===== src/rtl/merge_sort_sched.sv =====
// Block scheduler for the merge sort engine: packs input bytes into blocks, kicks the sorter,
// collects its serial result and streams it out. MERGE_SORT_ORDER_CHECK_EN adds the sort_err flag.
module merge_sort_sched #(
    parameter int ELEMENT_NUM = 8,
    parameter int ELEMENT_LEN = 8,
    parameter int TIMEOUT_CYC = 64
) (
    input  logic                               clk,
    input  logic                               rst,
    input  logic                               in_valid,
    output logic                               in_ready,
    input  logic [ELEMENT_LEN-1:0]             in_data,
    output logic                               sort_start,
    output logic [ELEMENT_NUM*ELEMENT_LEN-1:0] sort_data,
    input  logic                               sort_res_valid,
    input  logic [ELEMENT_LEN-1:0]             sort_res_data,
    output logic                               out_valid,
    input  logic                               out_ready,
    output logic [ELEMENT_LEN-1:0]             out_data,
    output logic                               out_last,
    output logic                               busy,
    output logic                               err_timeout,
    input  logic                               clr_err
`ifdef MERGE_SORT_ORDER_CHECK_EN
    ,
    output logic                               sort_err
`endif
);

    localparam int IW = $clog2(ELEMENT_NUM);
    localparam int TW = $clog2(TIMEOUT_CYC);
    localparam logic [IW-1:0] LAST_IDX = IW'(ELEMENT_NUM - 1);
    // Fire on the cycle the counter would reach TIMEOUT_CYC-1.
    localparam logic [TW-1:0] TO_FIRE  = TW'(TIMEOUT_CYC - 2);

    typedef enum logic [1:0] {
        FILL    = 2'd0,
        KICK    = 2'd1,
        COLLECT = 2'd2,
        DRAIN   = 2'd3
    } state_t;

    state_t                 state;
    logic [ELEMENT_LEN-1:0] in_buf  [ELEMENT_NUM];
    logic [ELEMENT_LEN-1:0] res_buf [ELEMENT_NUM];
    logic [IW-1:0]          wr_idx;
    logic [IW-1:0]          rd_idx;
    logic [IW-1:0]          out_idx;
    logic [TW-1:0]          tcnt;
    logic                   timeout_fire;

    assign timeout_fire = (state == COLLECT) && !sort_res_valid && (tcnt == TO_FIRE);

    assign in_ready   = (state == FILL);
    assign sort_start = (state == KICK);
    assign busy       = (state != FILL);
    assign out_valid  = (state == DRAIN);
    assign out_data   = res_buf[out_idx];
    assign out_last   = (state == DRAIN) && (out_idx == LAST_IDX);

    // in_buf is only written in FILL, so sort_data is stable from KICK until FILL.
    generate
        for (genvar gi = 0; gi < ELEMENT_NUM; gi++) begin : g_pack
            assign sort_data[gi*ELEMENT_LEN +: ELEMENT_LEN] = in_buf[gi];
        end
    endgenerate

    always_ff @(posedge clk or negedge rst) begin
        if (!rst) begin
            state       <= FILL;
            wr_idx      <= '0;
            rd_idx      <= '0;
            out_idx     <= '0;
            tcnt        <= '0;
            err_timeout <= 1'b0;
            for (int i = 0; i < ELEMENT_NUM; i++) begin
                in_buf[i]  <= '0;
                res_buf[i] <= '0;
            end
        end else begin
            if (timeout_fire) begin
                err_timeout <= 1'b1;
            end else if (clr_err) begin
                err_timeout <= 1'b0;
            end

            case (state)
                FILL: begin
                    if (in_valid) begin
                        in_buf[wr_idx] <= in_data;
                        if (wr_idx == LAST_IDX) begin
                            wr_idx <= '0;
                            state  <= KICK;
                        end else begin
                            wr_idx <= wr_idx + IW'(1);
                        end
                    end
                end
                KICK: begin
                    tcnt  <= '0;
                    state <= COLLECT;
                end
                COLLECT: begin
                    // A result element in the same cycle as the timeout wins.
                    if (sort_res_valid) begin
                        res_buf[rd_idx] <= sort_res_data;
                        tcnt            <= '0;
                        if (rd_idx == LAST_IDX) begin
                            rd_idx <= '0;
                            state  <= DRAIN;
                        end else begin
                            rd_idx <= rd_idx + IW'(1);
                        end
                    end else if (timeout_fire) begin
                        tcnt    <= '0;
                        rd_idx  <= '0;
                        wr_idx  <= '0;
                        out_idx <= '0;
                        state   <= FILL;
                    end else begin
                        tcnt <= tcnt + TW'(1);
                    end
                end
                DRAIN: begin
                    if (out_ready) begin
                        if (out_idx == LAST_IDX) begin
                            out_idx <= '0;
                            state   <= FILL;
                        end else begin
                            out_idx <= out_idx + IW'(1);
                        end
                    end
                end
                default: state <= FILL;
            endcase
        end
    end

`ifdef MERGE_SORT_ORDER_CHECK_EN
    logic [ELEMENT_LEN-1:0] prev_res;
    logic                   order_bad;

    assign order_bad = (state == COLLECT) && sort_res_valid && (rd_idx != '0)
                       && (sort_res_data < prev_res);

    always_ff @(posedge clk or negedge rst) begin
        if (!rst) begin
            prev_res <= '0;
            sort_err <= 1'b0;
        end else begin
            if (state == COLLECT && sort_res_valid) begin
                prev_res <= sort_res_data;
            end
            if (order_bad) begin
                sort_err <= 1'b1;
            end else if (clr_err) begin
                sort_err <= 1'b0;
            end
        end
    end
`endif

endmodule


===== config.mk =====
export PLATFORM = sky130hd
export DESIGN_NAME = merge_sort_sched
export DESIGN_NICKNAME = d
export VERILOG_FILES = /design/src/rtl/merge_sort_sched.sv
export SDC_FILE = /design/constraint.sdc
export NUM_CORES = 1
export LEC_CHECK = 0
export CORE_ASPECT_RATIO = 0.6
export CORE_MARGIN = 3
export CORE_UTILIZATION = 45
export DETAILED_ROUTE_END_ITERATION = 10
export PLACE_DENSITY = 0.69
export SLEW_MARGIN = 10
export SYNTH_ARGS = -nofsm -noshare
export SYNTH_HDL_FRONTEND = slang
export SYNTH_SLANG_ARGS = --single-unit

===== constraint.sdc =====
create_clock -name clk -period 4.4 [get_ports clk]
set_input_delay 1.32 -clock clk [delete_from_list [all_inputs] [get_ports clk]]
set_output_delay 1.32 -clock clk [all_outputs]
set_load 0.01 [all_outputs]

# Word-level counts from Yosys, hierarchy flattened
# Cells that the tools add are included.
[word_totals]
memories = 0
ram_bits = 0
rom_bits = 0
latchBits = 0
in_bits = 22
regBits = 146
[classes]
mux = 32
shifts = 0
mul = 0
n_bitwise = 3
eq_ne = 15
order_cmp = 5
n_addsub = 4
n_reduce_logical = 19
div_mod_pow = 0
[ops]
columns = ["op", "n"]
rows = [
  ["64-bit bitwise mux", 2],
  ["8-bit demux with 3-bit select", 2],
  ["8-bit 2-to-1 mux", 4],
  ["8-bit binary-select mux with 3-bit select", 1],
  ["3-bit 2-to-1 mux", 8],
  ["2-bit 2-to-1 mux", 7],
  ["4-bit >= comparator (second input constant)", 3],
  ["6-bit 2-to-1 mux", 2],
  ["3-bit NOT with 4-bit output", 3],
  ["3-bit one-hot mux with 2 select lines", 2],
  ["6-bit one-hot mux with 2 select lines", 1],
  ["2-bit nonzero test", 6],
  ["3-bit by 1-bit adder with 3-bit output (second input constant)", 3],
  ["3-bit equality test (second input constant)", 3],
  ["4-bit by 1-bit < comparator with 1-bit output (second input constant)", 2],
  ["2-bit one-hot mux with 4 select lines", 1],
  ["4-bit AND reduction", 2],
  ["6-bit by 1-bit adder with 6-bit output (second input constant)", 1],
  ["6-bit equality test (second input constant)", 1],
  ["2-bit by 1-bit inequality test with 1-bit output (second input constant)", 3],
  ["2-bit inequality test (second input constant)", 3],
  ["2-bit AND reduction", 3],
  ["6-bit AND reduction", 1],
  ["1-bit logical AND", 5],
  ["other kinds (7)", 9],
]

# Depth between registers and ports, before layout
# Gate-level depths: netlist of the first run.
[depth]
ltp_word = 6
ltp_mapped = 7
mapped_depth_nobuf = 6

# Worst setup path before layout of the first run
# No wires, ideal clock.
[synth_timing]
kind = "register -> output"
from = "register out_idx[0]"
to = "output out_data[0]"
path_slack_ns = 1.384
t_required_ns = 3.080
arrival_time_ns = 1.696
path_stages_with_launch = 5
n_path_buf = 2
cell_sequence = "dfrtp_1 buf_2 buf_2 mux4_2 mux2_2"
[synth_via]
elab_chain_cells = 4
[synth_lines]
columns = ["item", "line_no", "source"]
rows = [
  ["from (decl)", "48", "logic [IW-1:0] out_idx;"],
  ["from (signal assigned)", "130", "out_idx <= out_idx + IW'(1);"],
  ["3-bit NOT with 4-bit output (not written as such)", "58", "assign out_data = res_buf[out_idx];"],
  ["8-bit binary-select mux with 3-bit select", "58", ""],
  ["8-bit 2-to-1 mux (not written as such) (2 in a row)", "58", ""],
  ["to (decl)", "19", "output logic [ELEMENT_LEN-1:0] out_data,"],
]
# Every way passes these cells. The select of a mux whose other input is x is not followed.

# Worst setup path in the final report of the first run
[layout_timing]
from = "register out_idx[0]"
to = "output out_data[6]"
# Same word-level chain as after synthesis.

==> summary.txt, run 1 <==
Placed design
  – Placer Congestion: just under 0.8
  – Port bufs: 99
  – Post-DP HPWL: 10.4 mm

Worst hold path
  – Worst Hold End: sort_data[5]
  – Hold Crit Depth: 1
  – Hold Path Class: register to register
  – Hold wc startpoint: sort_data[5]

Floorplan
  – Die Area: roughly 16,000 um^2
  – Cell row count: 33
  – Die Y: slightly below 100 um
  – Io pins: 100
  – Chip Width: roughly 160 um
  – Starting density of the core: a little under half
  – Core Box Area: 13,900 um^2

Power and ir drop
  – Maximum VDD drop: 0.217 mV
  – Leakage: 0.00365 uW
  – Power density over the cells: 730 nW/um^2

Synth
  – Ranking of synthesized cells by area: dfrtp_1 (56%), mux2_2 (23%), mux4_2 (5.6%)
  – Register area share after synthesis: 56.3%
  – Post-synth ARST share: 100%
  – Post-synth top area share: 56.3%
  – Top FF cell, synth: dfrtp_1
  – Most frequent cell after synthesis: dfrtp_1
  – Distinct cells, synth: 45
  – Post-synth top cells: dfrtp_1 (146), mux2_2 (130), mux4_2 (16)
  – Post-synth EDFFs: 0
  – Cells after Synth: 434
  – Seq cells post-synth: 146
  – Average size of a mapped cell: 14.9 um^2
  – Post-synth top area cell: dfrtp_1
  – Total number of yosys warnings: 0
  – Cell Area, Synth: 6490 um^2
  – Syn nets: 468

Worst setup path
  – Crit path cell chain: buf_12 > mux4_2 > mux2_2 > clkdlybuf4s50_1
  – R2r endpoint: sort_data[63]
  – Critical Path Start: out_idx[0]
  – CP top delay family: multiplexers
  – Crit path largest cell delay: 720 ps
  – WP buf/inv: 2
  – Crit. End Element: output port
  – WP data required: 3080 ps
  – CP Max Fanout: 11
  – Reg2reg start: state[1]
  – R2R Setup Slk: 1790 ps
  – Worst path slowest cell: dfrtp_1
  – Worst Path Arrival: 2620 ps
  – Reg2Reg Depth: 5
  – CP Class: register to output port
  – Startpoint types: register

Clock network
  – Clock Latency Late Sink: approximately 410 ps
  – CTS-repair resized insts: 0
  – Clk sinks: 146
  – Num CTS Buffers: 17
  – Reg clk slew, reported paths: 60 ps
  – TritonCTS clock tree: built
  – Max Root-Sink Buffers: 2
  – H-tree Lvls: 4
  – Post-CTS setup buffer count: 0
  – Root buffer cell: clkbuf_16
  – Hold-fix buffers at CTS: 0

Drt
  – DR DRC count: 0
  – Via/cell ratio: around 5.4
  – Drt pass-1 iters: 4
  – WL/cell: 19.9 um
  – Detailed Route WL: around 15 mm
  – Drt first-iter violations: around 280
  – Post-route ant nets: 0
  – Vias: between 4,000 and 5,000

Cells and area
  – Layout cells sized above 1: ~37%
  – Area Growth Syn to Fin: 27.8%
  – # nets final: 576
  – Final core area utilization: 59.8%
  – Antenna cells: 0

STA
  – RSZ-0062 raised after global routing: false
  – TNS Setup: 0 ps
  – Worst Tran Pin Value: 996 ps
  – Skew final: around 12 ps
  – Count of pins over their slew limit: 0
  – Fmax: about 0.25 GHz
  – Worst rel slew slack: 33.2%
  – Fin crit share: 89.5%
  – Setup Viol. Count Final: 0
  – Tmin final: 3940 ps
  – Final hold vios: 0

Job
  – Max_cap viols: 0

GRT
  – First-pass GRT wire length: 24.4 mm
  – Grt ovf: 0
  – Largest net degree at the start of global routing: 83
  – Vias in the first global route: 4,300
  – Total Routing Usage GR: around 20%
  – Initial antenna violation count: 0

Run status
  – Status: complete, no violations
[state kept, by name (all words and copies together) (netlist names)]
| signal | count |
|---|---|
| state | 2 |
| out_idx | 3 |
| tcnt | 6 |
| rd_idx | 3 |
| sort_data | 64 |
| err_timeout | 1 |
| wr_idx | 3 |
| res_buf | 64 |
[report_power, final]
group	total [uW]	internal [uW]	switching [uW]
registers	2320	1900	423
logic	2300	1430	861
clock network	1440	860	580
total	6060	4190	1860
[stage by stage]
stage / setup WS [ps] / area, um^2 / hold WS (ps) / std cells / total power [uW]
CTS: 392 / 8290 / 507 / 747 / 6120
global placement: 890 / 7700 / 484 / 715 / 4560
floorplan: 1380 / 6490 / 474 / 434 / 3560
finish: 462 / 8290 / 502 / 747 / 6060
global route: 302 / 8290 / 519 / 747 / 6400
detailed placement: 855 / 7700 / 493 / 715 / 4650
[worst reg2reg max path: cells and delay by family, from the launching register on]
kind / cells / cell delay [ps]
mux: 1 / 420
buf+inv: 1 / 120
flops: 1 / 410
simple gates: 2 / 1080
fa+ha+maj: 1 / 470
[how the worst max path moves through the flow]
stage	to	slack (ps)	cells past startpoint
floorplan	out_data[0]	1380	4
global placement	out_data[6]	890	4
detailed placement	out_data[6]	850	4
CTS	out_data[6]	390	4
global route	out_data[1]	300	4
finish	out_data[6]	460	4
[cell type report]
type | count | area (um^2)
fill | 1089 | 5580
sequential | 146 | 3650
multi-input combinational | 260 | 2710
timing repair buffer | 105 | 1050
clock buffer | 19 | 443
tap | 192 | 240
clock inverter | 13 | 151
inverter | 12 | 45.0
[cells in the final DEF (no fill, tap or decap), types with 2 or more instances in the layout]
cell	netlist	routed
clkdlybuf4s50_1	0	98
nor3_2	8	8
or3_1	2	2
dfrtp_1	146	146
o2bb2ai_1	2	2
or4_1	2	2
clkinv_4	0	3
nor2_1	5	5
a22o_1	4	4
o21ai_0	9	9
clkinvlp_4	0	4
nand2b_1	7	7
nand2_1	13	13
o22ai_1	2	2
inv_6	0	4
nor3_1	2	2
mux2i_1	2	2
ha_1	12	12
clkbuf_16	0	17
a21oi_1	3	3
mux2_2	130	130
mux4_2	16	16
inv_1	12	12
mux2_4	8	8
bufinv_16	0	2
buf_4	1	5
and2_1	3	3
nand3_1	8	8
nor2_2	3	3
nand4_1	2	2
[layer usage]
layer / wire, um / share of wire (%) / track usage [%]
met1: 7430 / 50 / 30.2
met2: 6680 / 45 / 28.2
met3: 639 / 4.3 / 4.24
met4: 112 / 0.75 / 6.08
met5: 0 / 0 / 0
[logic make-up (layout without fill, tap and decap cells)]
kind of cell	count (synthesis)	in the layout	share of synthesized area [%]
mux	156	156	30.3
buf+inv	28	149	1.93
simple gates	62	62	5.94
compound gates	30	30	3.22
fa+ha+maj	12	12	2.31
flops	146	146	56.3
(Power assumes the default switching activity.)
==> inputs of run 2 (changes only) <==
--- a/config.mk
+++ b/config.mk
@@ -6,7 +6,7 @@
 export NUM_CORES = 1
 export LEC_CHECK = 0
 export CORE_ASPECT_RATIO = 0.6
-export CORE_MARGIN = 3
+export CORE_MARGIN = 2
 export CORE_UTILIZATION = 45
 export DETAILED_ROUTE_END_ITERATION = 10
 export PLACE_DENSITY = 0.69
==> run 2 against run 1 <==
Setup slack improved by 240 ps. Clock skew down 0.52 ps. Design area rose by 0.33%. Global-route usage rose by 0.61 points. Clock power up 6%. Clock-buffer cell count increased by 1. Sequential power shrank 2%. Worst hold slack lost 2.7 ps. Die area is 3.2% lower. Utilization up 0.20 points. Critical endpoint is now out_data[1].
==> summary.txt, run 2 (synthesis results as in run 1) <==
STA
  – Worst Tran Pin Value: 1010 ps (was 996 ps)
  – RSZ-0062 raised after global routing: false (unchanged)
  – Count of pins over their slew limit: 0 (unchanged)
  – Setup Viol. Count Final: 0 (unchanged)
  – Tmin final: 3700 ps (was 3940 ps)
  – Final hold vios: 0 (unchanged)
  – Skew final: 11.5 ps (was 12.1 ps)
  – Fmax: 0.270 GHz (was 0.254 GHz)
  – TNS Setup: 0 ps (unchanged)
  – Fin crit share: 84.0% (was 89.5%)
  – Worst rel slew slack: 32.8% (was 33.2%)
  – WHS: 499 ps (was 502 ps)
  – Final worst slack: 703 ps (was 462 ps)

Clock network
  – Max Root-Sink Buffers: 2 (unchanged)
  – Num CTS Buffers: 17 (unchanged)
  – Post-CTS setup buffer count: 0 (unchanged)
  – H-tree Lvls: 4 (unchanged)
  – Reg clk slew, reported paths: 60 ps (about the same)
  – CTS-repair resized insts: 0 (unchanged)
  – TritonCTS clock tree: built (unchanged)
  – Clock Latency Late Sink: 410 ps (about the same)
  – Hold-fix buffers at CTS: 0 (unchanged)
  – Clk sinks: 146 (unchanged)
  – Root buffer cell: clkbuf_16 (unchanged)

Worst setup path
  – Reg2Reg Depth: 5 (unchanged)
  – Crit path largest cell delay: 580 ps (was 720 ps)
  – WP data required: 3080 ps (about the same)
  – Reg2reg start: state[1] (unchanged)
  – R2R Setup Slk: 1810 ps (was 1790 ps)
  – CP Class: register to output port (unchanged)
  – CP top delay family: buffers and inverters (was multiplexers)
  – Critical Path Start: out_idx[1] (was out_idx[0])
  – Worst path slowest cell: dfrtp_1 (unchanged)
  – Worst Path Arrival: 2380 ps (was 2620 ps)
  – CP Max Fanout: 10 (was 11)
  – Number of cells on the critical path: 4 (unchanged)
  – Crit path cell chain: buf_4 > mux4_2 > mux2_2 > clkdlybuf4s50_1 (was buf_12 > mux4_2 > mux2_2 > clkdlybuf4s50_1)
  – Startpoint types: register (unchanged)
  – Crit. End Element: output port (unchanged)
  – WP buf/inv: 2 (unchanged)

Drt
  – Post-route ant nets: 0 (unchanged)
  – Drt first-iter violations: 189 (was 284)
  – Via/cell ratio: 5.40 (was 5.43)
  – Vias: 4,037 (was 4,055)
  – DR DRC count: 0 (unchanged)
  – Detailed Route WL: 14.9 mm (about the same)
  – Drt pass-1 iters: 4 (unchanged)
  – WL/cell: 19.9 um (about the same)

GRT
  – Initial antenna violation count: 0 (unchanged)
  – Total Routing Usage GR: 20.3% (was 19.7%)
  – Largest net degree at the start of global routing: 111 (was 83)
  – Grt ovf: 0 (unchanged)
  – Vias in the first global route: 4,261 (was 4,300)
  – First-pass GRT wire length: 24.2 mm (was 24.4 mm)

Cells and area
  – Most frequent cells in the layout: dfrtp_1 (146), mux2_2 (130), clkdlybuf4s50_1 (98), clkbuf_16 (17), mux4_2 (16) (unchanged)
  – Commonest non-fill, non-tap cell in the layout: dfrtp_1 (unchanged)
  – Area Growth Syn to Fin: 28.2% (was 27.8%)
  – Antenna cells: 0 (unchanged)
  – Non-Filler Instances: 748 (was 747)
  – # nets final: 577 (was 576)
  – Layout cells sized above 1: 37.1% (about the same)

Worst hold path
  – Hold Crit Depth: 1 (unchanged)
  – Hold Path Class: register to register (unchanged)
  – Hold wc startpoint: err_timeout (was sort_data[5])

Power and ir drop
  – Total Power: 6140 uW (was 6060 uW)
  – Power density over the cells: 738 nW/um^2 (was 730 nW/um^2)
  – Leakage: 0.00368 uW (was 0.00365 uW)
  – Maximum VDD drop: 0.365 mV (was 0.217 mV)

Placed design
  – Pre-CTS setup slack: 863 ps (was 855 ps)
  – Dpl cells: 716 (was 715)
  – Placer Congestion: 0.803 (was 0.792)
  – Port bufs: 99 (unchanged)
  – Post-DP HPWL: 10.4 mm (about the same)

Floorplan
  – Io pins: 100 (unchanged)
  – Chip Width: 159 um (was 161 um)
  – Core Box Area: 13,900 um^2 (unchanged)
  – Starting density of the core: 46.8% (unchanged)
  – Die Area: 15,400 um^2 (was 15,900 um^2)
  – Die Y: 97.0 um (was 99.0 um)
  – Cell row count: 33 (unchanged)

Job
  – Max_cap viols: 0 (unchanged)

Run status
  – Status: complete, no violations (unchanged)
-- run 2: metrics by stage --
step / utilization (%) / area [um^2]
final: 60.0 / 8320
after global routing: 60.0 / 8320
after CTS: 60.0 / 8320
after detailed placement: 55.4 / 7690
after global placement: 55.4 / 7690
after floorplan: - / 6490
-- run 2: path summary, 6_finish.rpt --
path | end
min in group asynchronous | sort_data[16]
min reg2reg | err_timeout
max | out_data[1]
min | err_timeout
max reg2reg | sort_data[63]
max in group asynchronous | res_buf[56]
-- run 2: area by class of cell --
class / count / area [um^2]
Fill cell: 1091 / 5550
Sequential cell: 146 / 3650
Multi-Input combinational cell: 260 / 2710
Timing Repair Buffer: 106 / 1040
Clock buffer: 20 / 447
Tap cell: 192 / 240
Clock inverter: 12 / 180
Inverter: 12 / 45.0
-- run 2: power by group --
| group | internal [uW] | total, uW | leakage, uW | switching (uW) |
|---|---|---|---|---|
| combinational | 1430 | 2340 | 0.00149 | 912 |
| sequential | 1900 | 2270 | 0.00188 | 375 |
| clock | 968 | 1520 | 0.000301 | 554 |
-- run 2: routing by layer --
layer	track usage (%)	up-vias	part of all wire, %
met3	4.63	5	5.0
met4	4.83	0	0.44
met2	30.0	83	46
met5	0	-	0
li1	-	1813	-
met1	30.6	2136	49
==> inputs of run 3 (changes only) <==
--- a/config.mk
+++ b/config.mk
@@ -9,7 +9,7 @@
 export CORE_MARGIN = 2
 export CORE_UTILIZATION = 45
 export DETAILED_ROUTE_END_ITERATION = 10
-export PLACE_DENSITY = 0.69
+export PLACE_DENSITY = 0.71
 export SLEW_MARGIN = 10
 export SYNTH_ARGS = -nofsm -noshare
 export SYNTH_HDL_FRONTEND = slang
==> constraint.sdc (replaced) <==
create_clock -name clk -period 3.4 [get_ports clk]
set_input_delay 1.02 -clock clk [delete_from_list [all_inputs] [get_ports clk]]
set_output_delay 1.02 -clock clk [all_outputs]
set_load 0.01 [all_outputs]
==> run 3 against run 2 <==
Combinational power grew 30%. Largest cell class unchanged. Wire length shrank 3.7%. Sequential cell count is the same. Sequential share of layout area decreased by 0.32 points. Register-to-register slack got worse by 770 ps. Critical path depth unchanged. Clock skew fell by 3.0 ps. Via count grew 0.77%. Utilization increased by 0.46 points. Clock-buffer cell count fell by 2.
==> summary.txt, run 3 (synthesis results as in run 1) <==
Run status
  – Status: complete, no violations (unchanged)

Floorplan
  – Cell row count: 33 (unchanged)
  – Io pins: 100 (unchanged)
  – Die Area: 15,400 um^2 (unchanged)
  – Die Y: 97.0 um (unchanged)
  – Starting density of the core: 46.8% (unchanged)
  – Core Box Area: 13,900 um^2 (unchanged)
  – Chip Width: 159 um (unchanged)

Clock network
  – Hold-fix buffers at CTS: 0 (unchanged)
  – TritonCTS clock tree: built (unchanged)
  – Max Root-Sink Buffers: 2 (unchanged)
  – Clock Latency Late Sink: 410 ps (about the same)
  – Reg clk slew, reported paths: 60 ps (about the same)
  – CTS-repair resized insts: 0 (unchanged)
  – Num CTS Buffers: 17 (unchanged)
  – Clk sinks: 146 (unchanged)
  – Post-CTS setup buffer count: 0 (unchanged)
  – H-tree Lvls: 4 (unchanged)
  – Root buffer cell: clkbuf_16 (unchanged)

Worst setup path
  – Crit. End Element: output port (unchanged)
  – Startpoint types: register (unchanged)
  – WP data required: 2380 ps (was 3080 ps)
  – CP Max Fanout: 16 (was 10)
  – Worst Path Arrival: 2290 ps (was 2380 ps)
  – Critical Path Start: out_idx[0] (was out_idx[1])
  – CP Class: register to output port (unchanged)
  – Reg2reg start: state[0] (was state[1])

Cells and area
  – Area Growth Syn to Fin: 29.2% (was 28.2%)
  – # nets final: 585 (was 577)
  – Non-Filler Instances: 756 (was 748)
  – Final core area utilization: 60.4% (was 60.0%)
  – Filler cells: 1,058 (was 1,091)
  – Antenna cells: 0 (unchanged)
  – FF+latch area: 3650 um^2 (about the same)
  – Area of the multi-input gates: 2710 um^2 (unchanged)
  – Layout cells sized above 1: 38.5% (was 37.1%)
  – Commonest non-fill, non-tap cell in the layout: dfrtp_1 (unchanged)
  – Most frequent cells in the layout: dfrtp_1 (145), mux2_2 (130), clkdlybuf4s50_1 (98), clkbuf_16 (17), mux4_2 (16) (was dfrtp_1 (146), mux2_2 (130), clkdlybuf4s50_1 (98), clkbuf_16 (17), mux4_2 (16))

Placed design
  – Dpl cells: 724 (was 716)
  – Pre-CTS setup slack: 424 ps (was 863 ps)
  – Port bufs: 99 (unchanged)
  – Placer Congestion: 0.798 (was 0.803)
  – Post-DP HPWL: 10.0 mm (was 10.4 mm)

STA
  – TNS Setup: 0 ps (unchanged)
  – Skew final: 8.59 ps (was 11.5 ps)
  – Worst rel slew slack: 58.3% (was 32.8%)
  – Worst Tran Pin Value: 625 ps (was 1010 ps)
  – Tmin final: roughly 3300 ps
  – Setup Viol. Count Final: 0 (unchanged)
  – Final hold vios: 0 (unchanged)
  – Fin crit share: a little over nine tenths
  – Fmax: 0.302 GHz
  – Final worst slack: 90.9 ps (was 703 ps)
  – RSZ-0062 raised after global routing: false (unchanged)
  – Count of pins over their slew limit: 0 (unchanged)

GRT
  – Total Routing Usage GR: 19.5% (was 20.3%)
  – First-pass GRT wire length: 23.4 mm (was 24.2 mm)
  – Grt ovf: 0 (unchanged)
  – Vias in the first global route: 4,282 (was 4,261)
  – Initial antenna violation count: 0 (unchanged)
  – Largest net degree at the start of global routing: 66 (was 111)

Power and ir drop
  – Maximum VDD drop: 0.354 mV (was 0.365 mV)
  – Leakage: 0.00371 uW (was 0.00368 uW)
  – Power density over the cells: 932 nW/um^2 (was 738 nW/um^2)

Worst hold path
  – Hold wc startpoint: err_timeout (unchanged)
  – Hold Path Class: register to register (unchanged)

Drt
  – Drt first-iter violations: 130 (was 189)
  – Via/cell ratio: 5.38 (was 5.40)
  – WL/cell: 19.0 um (was 19.9 um)
  – Post-route ant nets: 0 (unchanged)
  – Drt pass-1 iters: 5 (was 4)
  – Detailed Route WL: 14.3 mm (was 14.9 mm)
  – Vias: 4,068 (was 4,037)
  – DR DRC count: 0 (unchanged)

Job
  – Max_cap viols: 0 (unchanged)
[run 3: final timing paths]
path | endpoint | slack, ps | depth (start not counted)
max in group asynchronous | out_idx[0] | 2150 | 2
min in group asynchronous | sort_data[47] | 580 | 1
hold reg to reg | err_timeout | 490 | 1
setup / recovery | out_data[7] | 90 | 4
hold / removal | err_timeout | 490 | 1
setup reg to reg | res_buf[60] | 1040 | 5
[run 3: worst max-delay path, cell delays in order, from the launching register on]
cell,delay (ps)
dfrtp_2,410
buf_12,190
mux4_2,510
mux2_2,290
clkdlybuf4s50_1,480
[run 3: power breakdown]
part | internal, uW | switching, uW | leakage, uW
clock network | 1110 | 737 | 0.000279
logic | 1870 | 1170 | 0.00155
registers | 2460 | 475 | 0.00188
[run 3: per-layer routing]
layer  GRT usage (%)  vias up  part of all wire, %
li1                -     1836                    -
met1            27.7     2130                   47
met2            30.0       85                   47
met3            4.42       17                  4.7
met4            5.80        0                  1.1
met5               0        -                    0
[run 3: cell type report]
type                    count  share of cell area (%)
flip-flops and latches    146                    43.6
repair buffers            114                    13.6
well taps                 192                    2.87
inverters                  12                   0.537
clock buffers              18                    5.24
clock inverters            14                    1.82
multi-input cells         260                    32.3
[run 3: through the flow]
| step | total power, uW | cell area (um^2) | hold WS [ps] |
|---|---|---|---|
| floorplan | 4610 | 6490 | 474 |
| global placement | 5880 | 7790 | 467 |
| detailed placement | 6000 | 7790 | 483 |
| CTS | 7880 | 8380 | 502 |
| global route | 8240 | 8380 | 516 |
| finish | 7810 | 8380 | 492 |
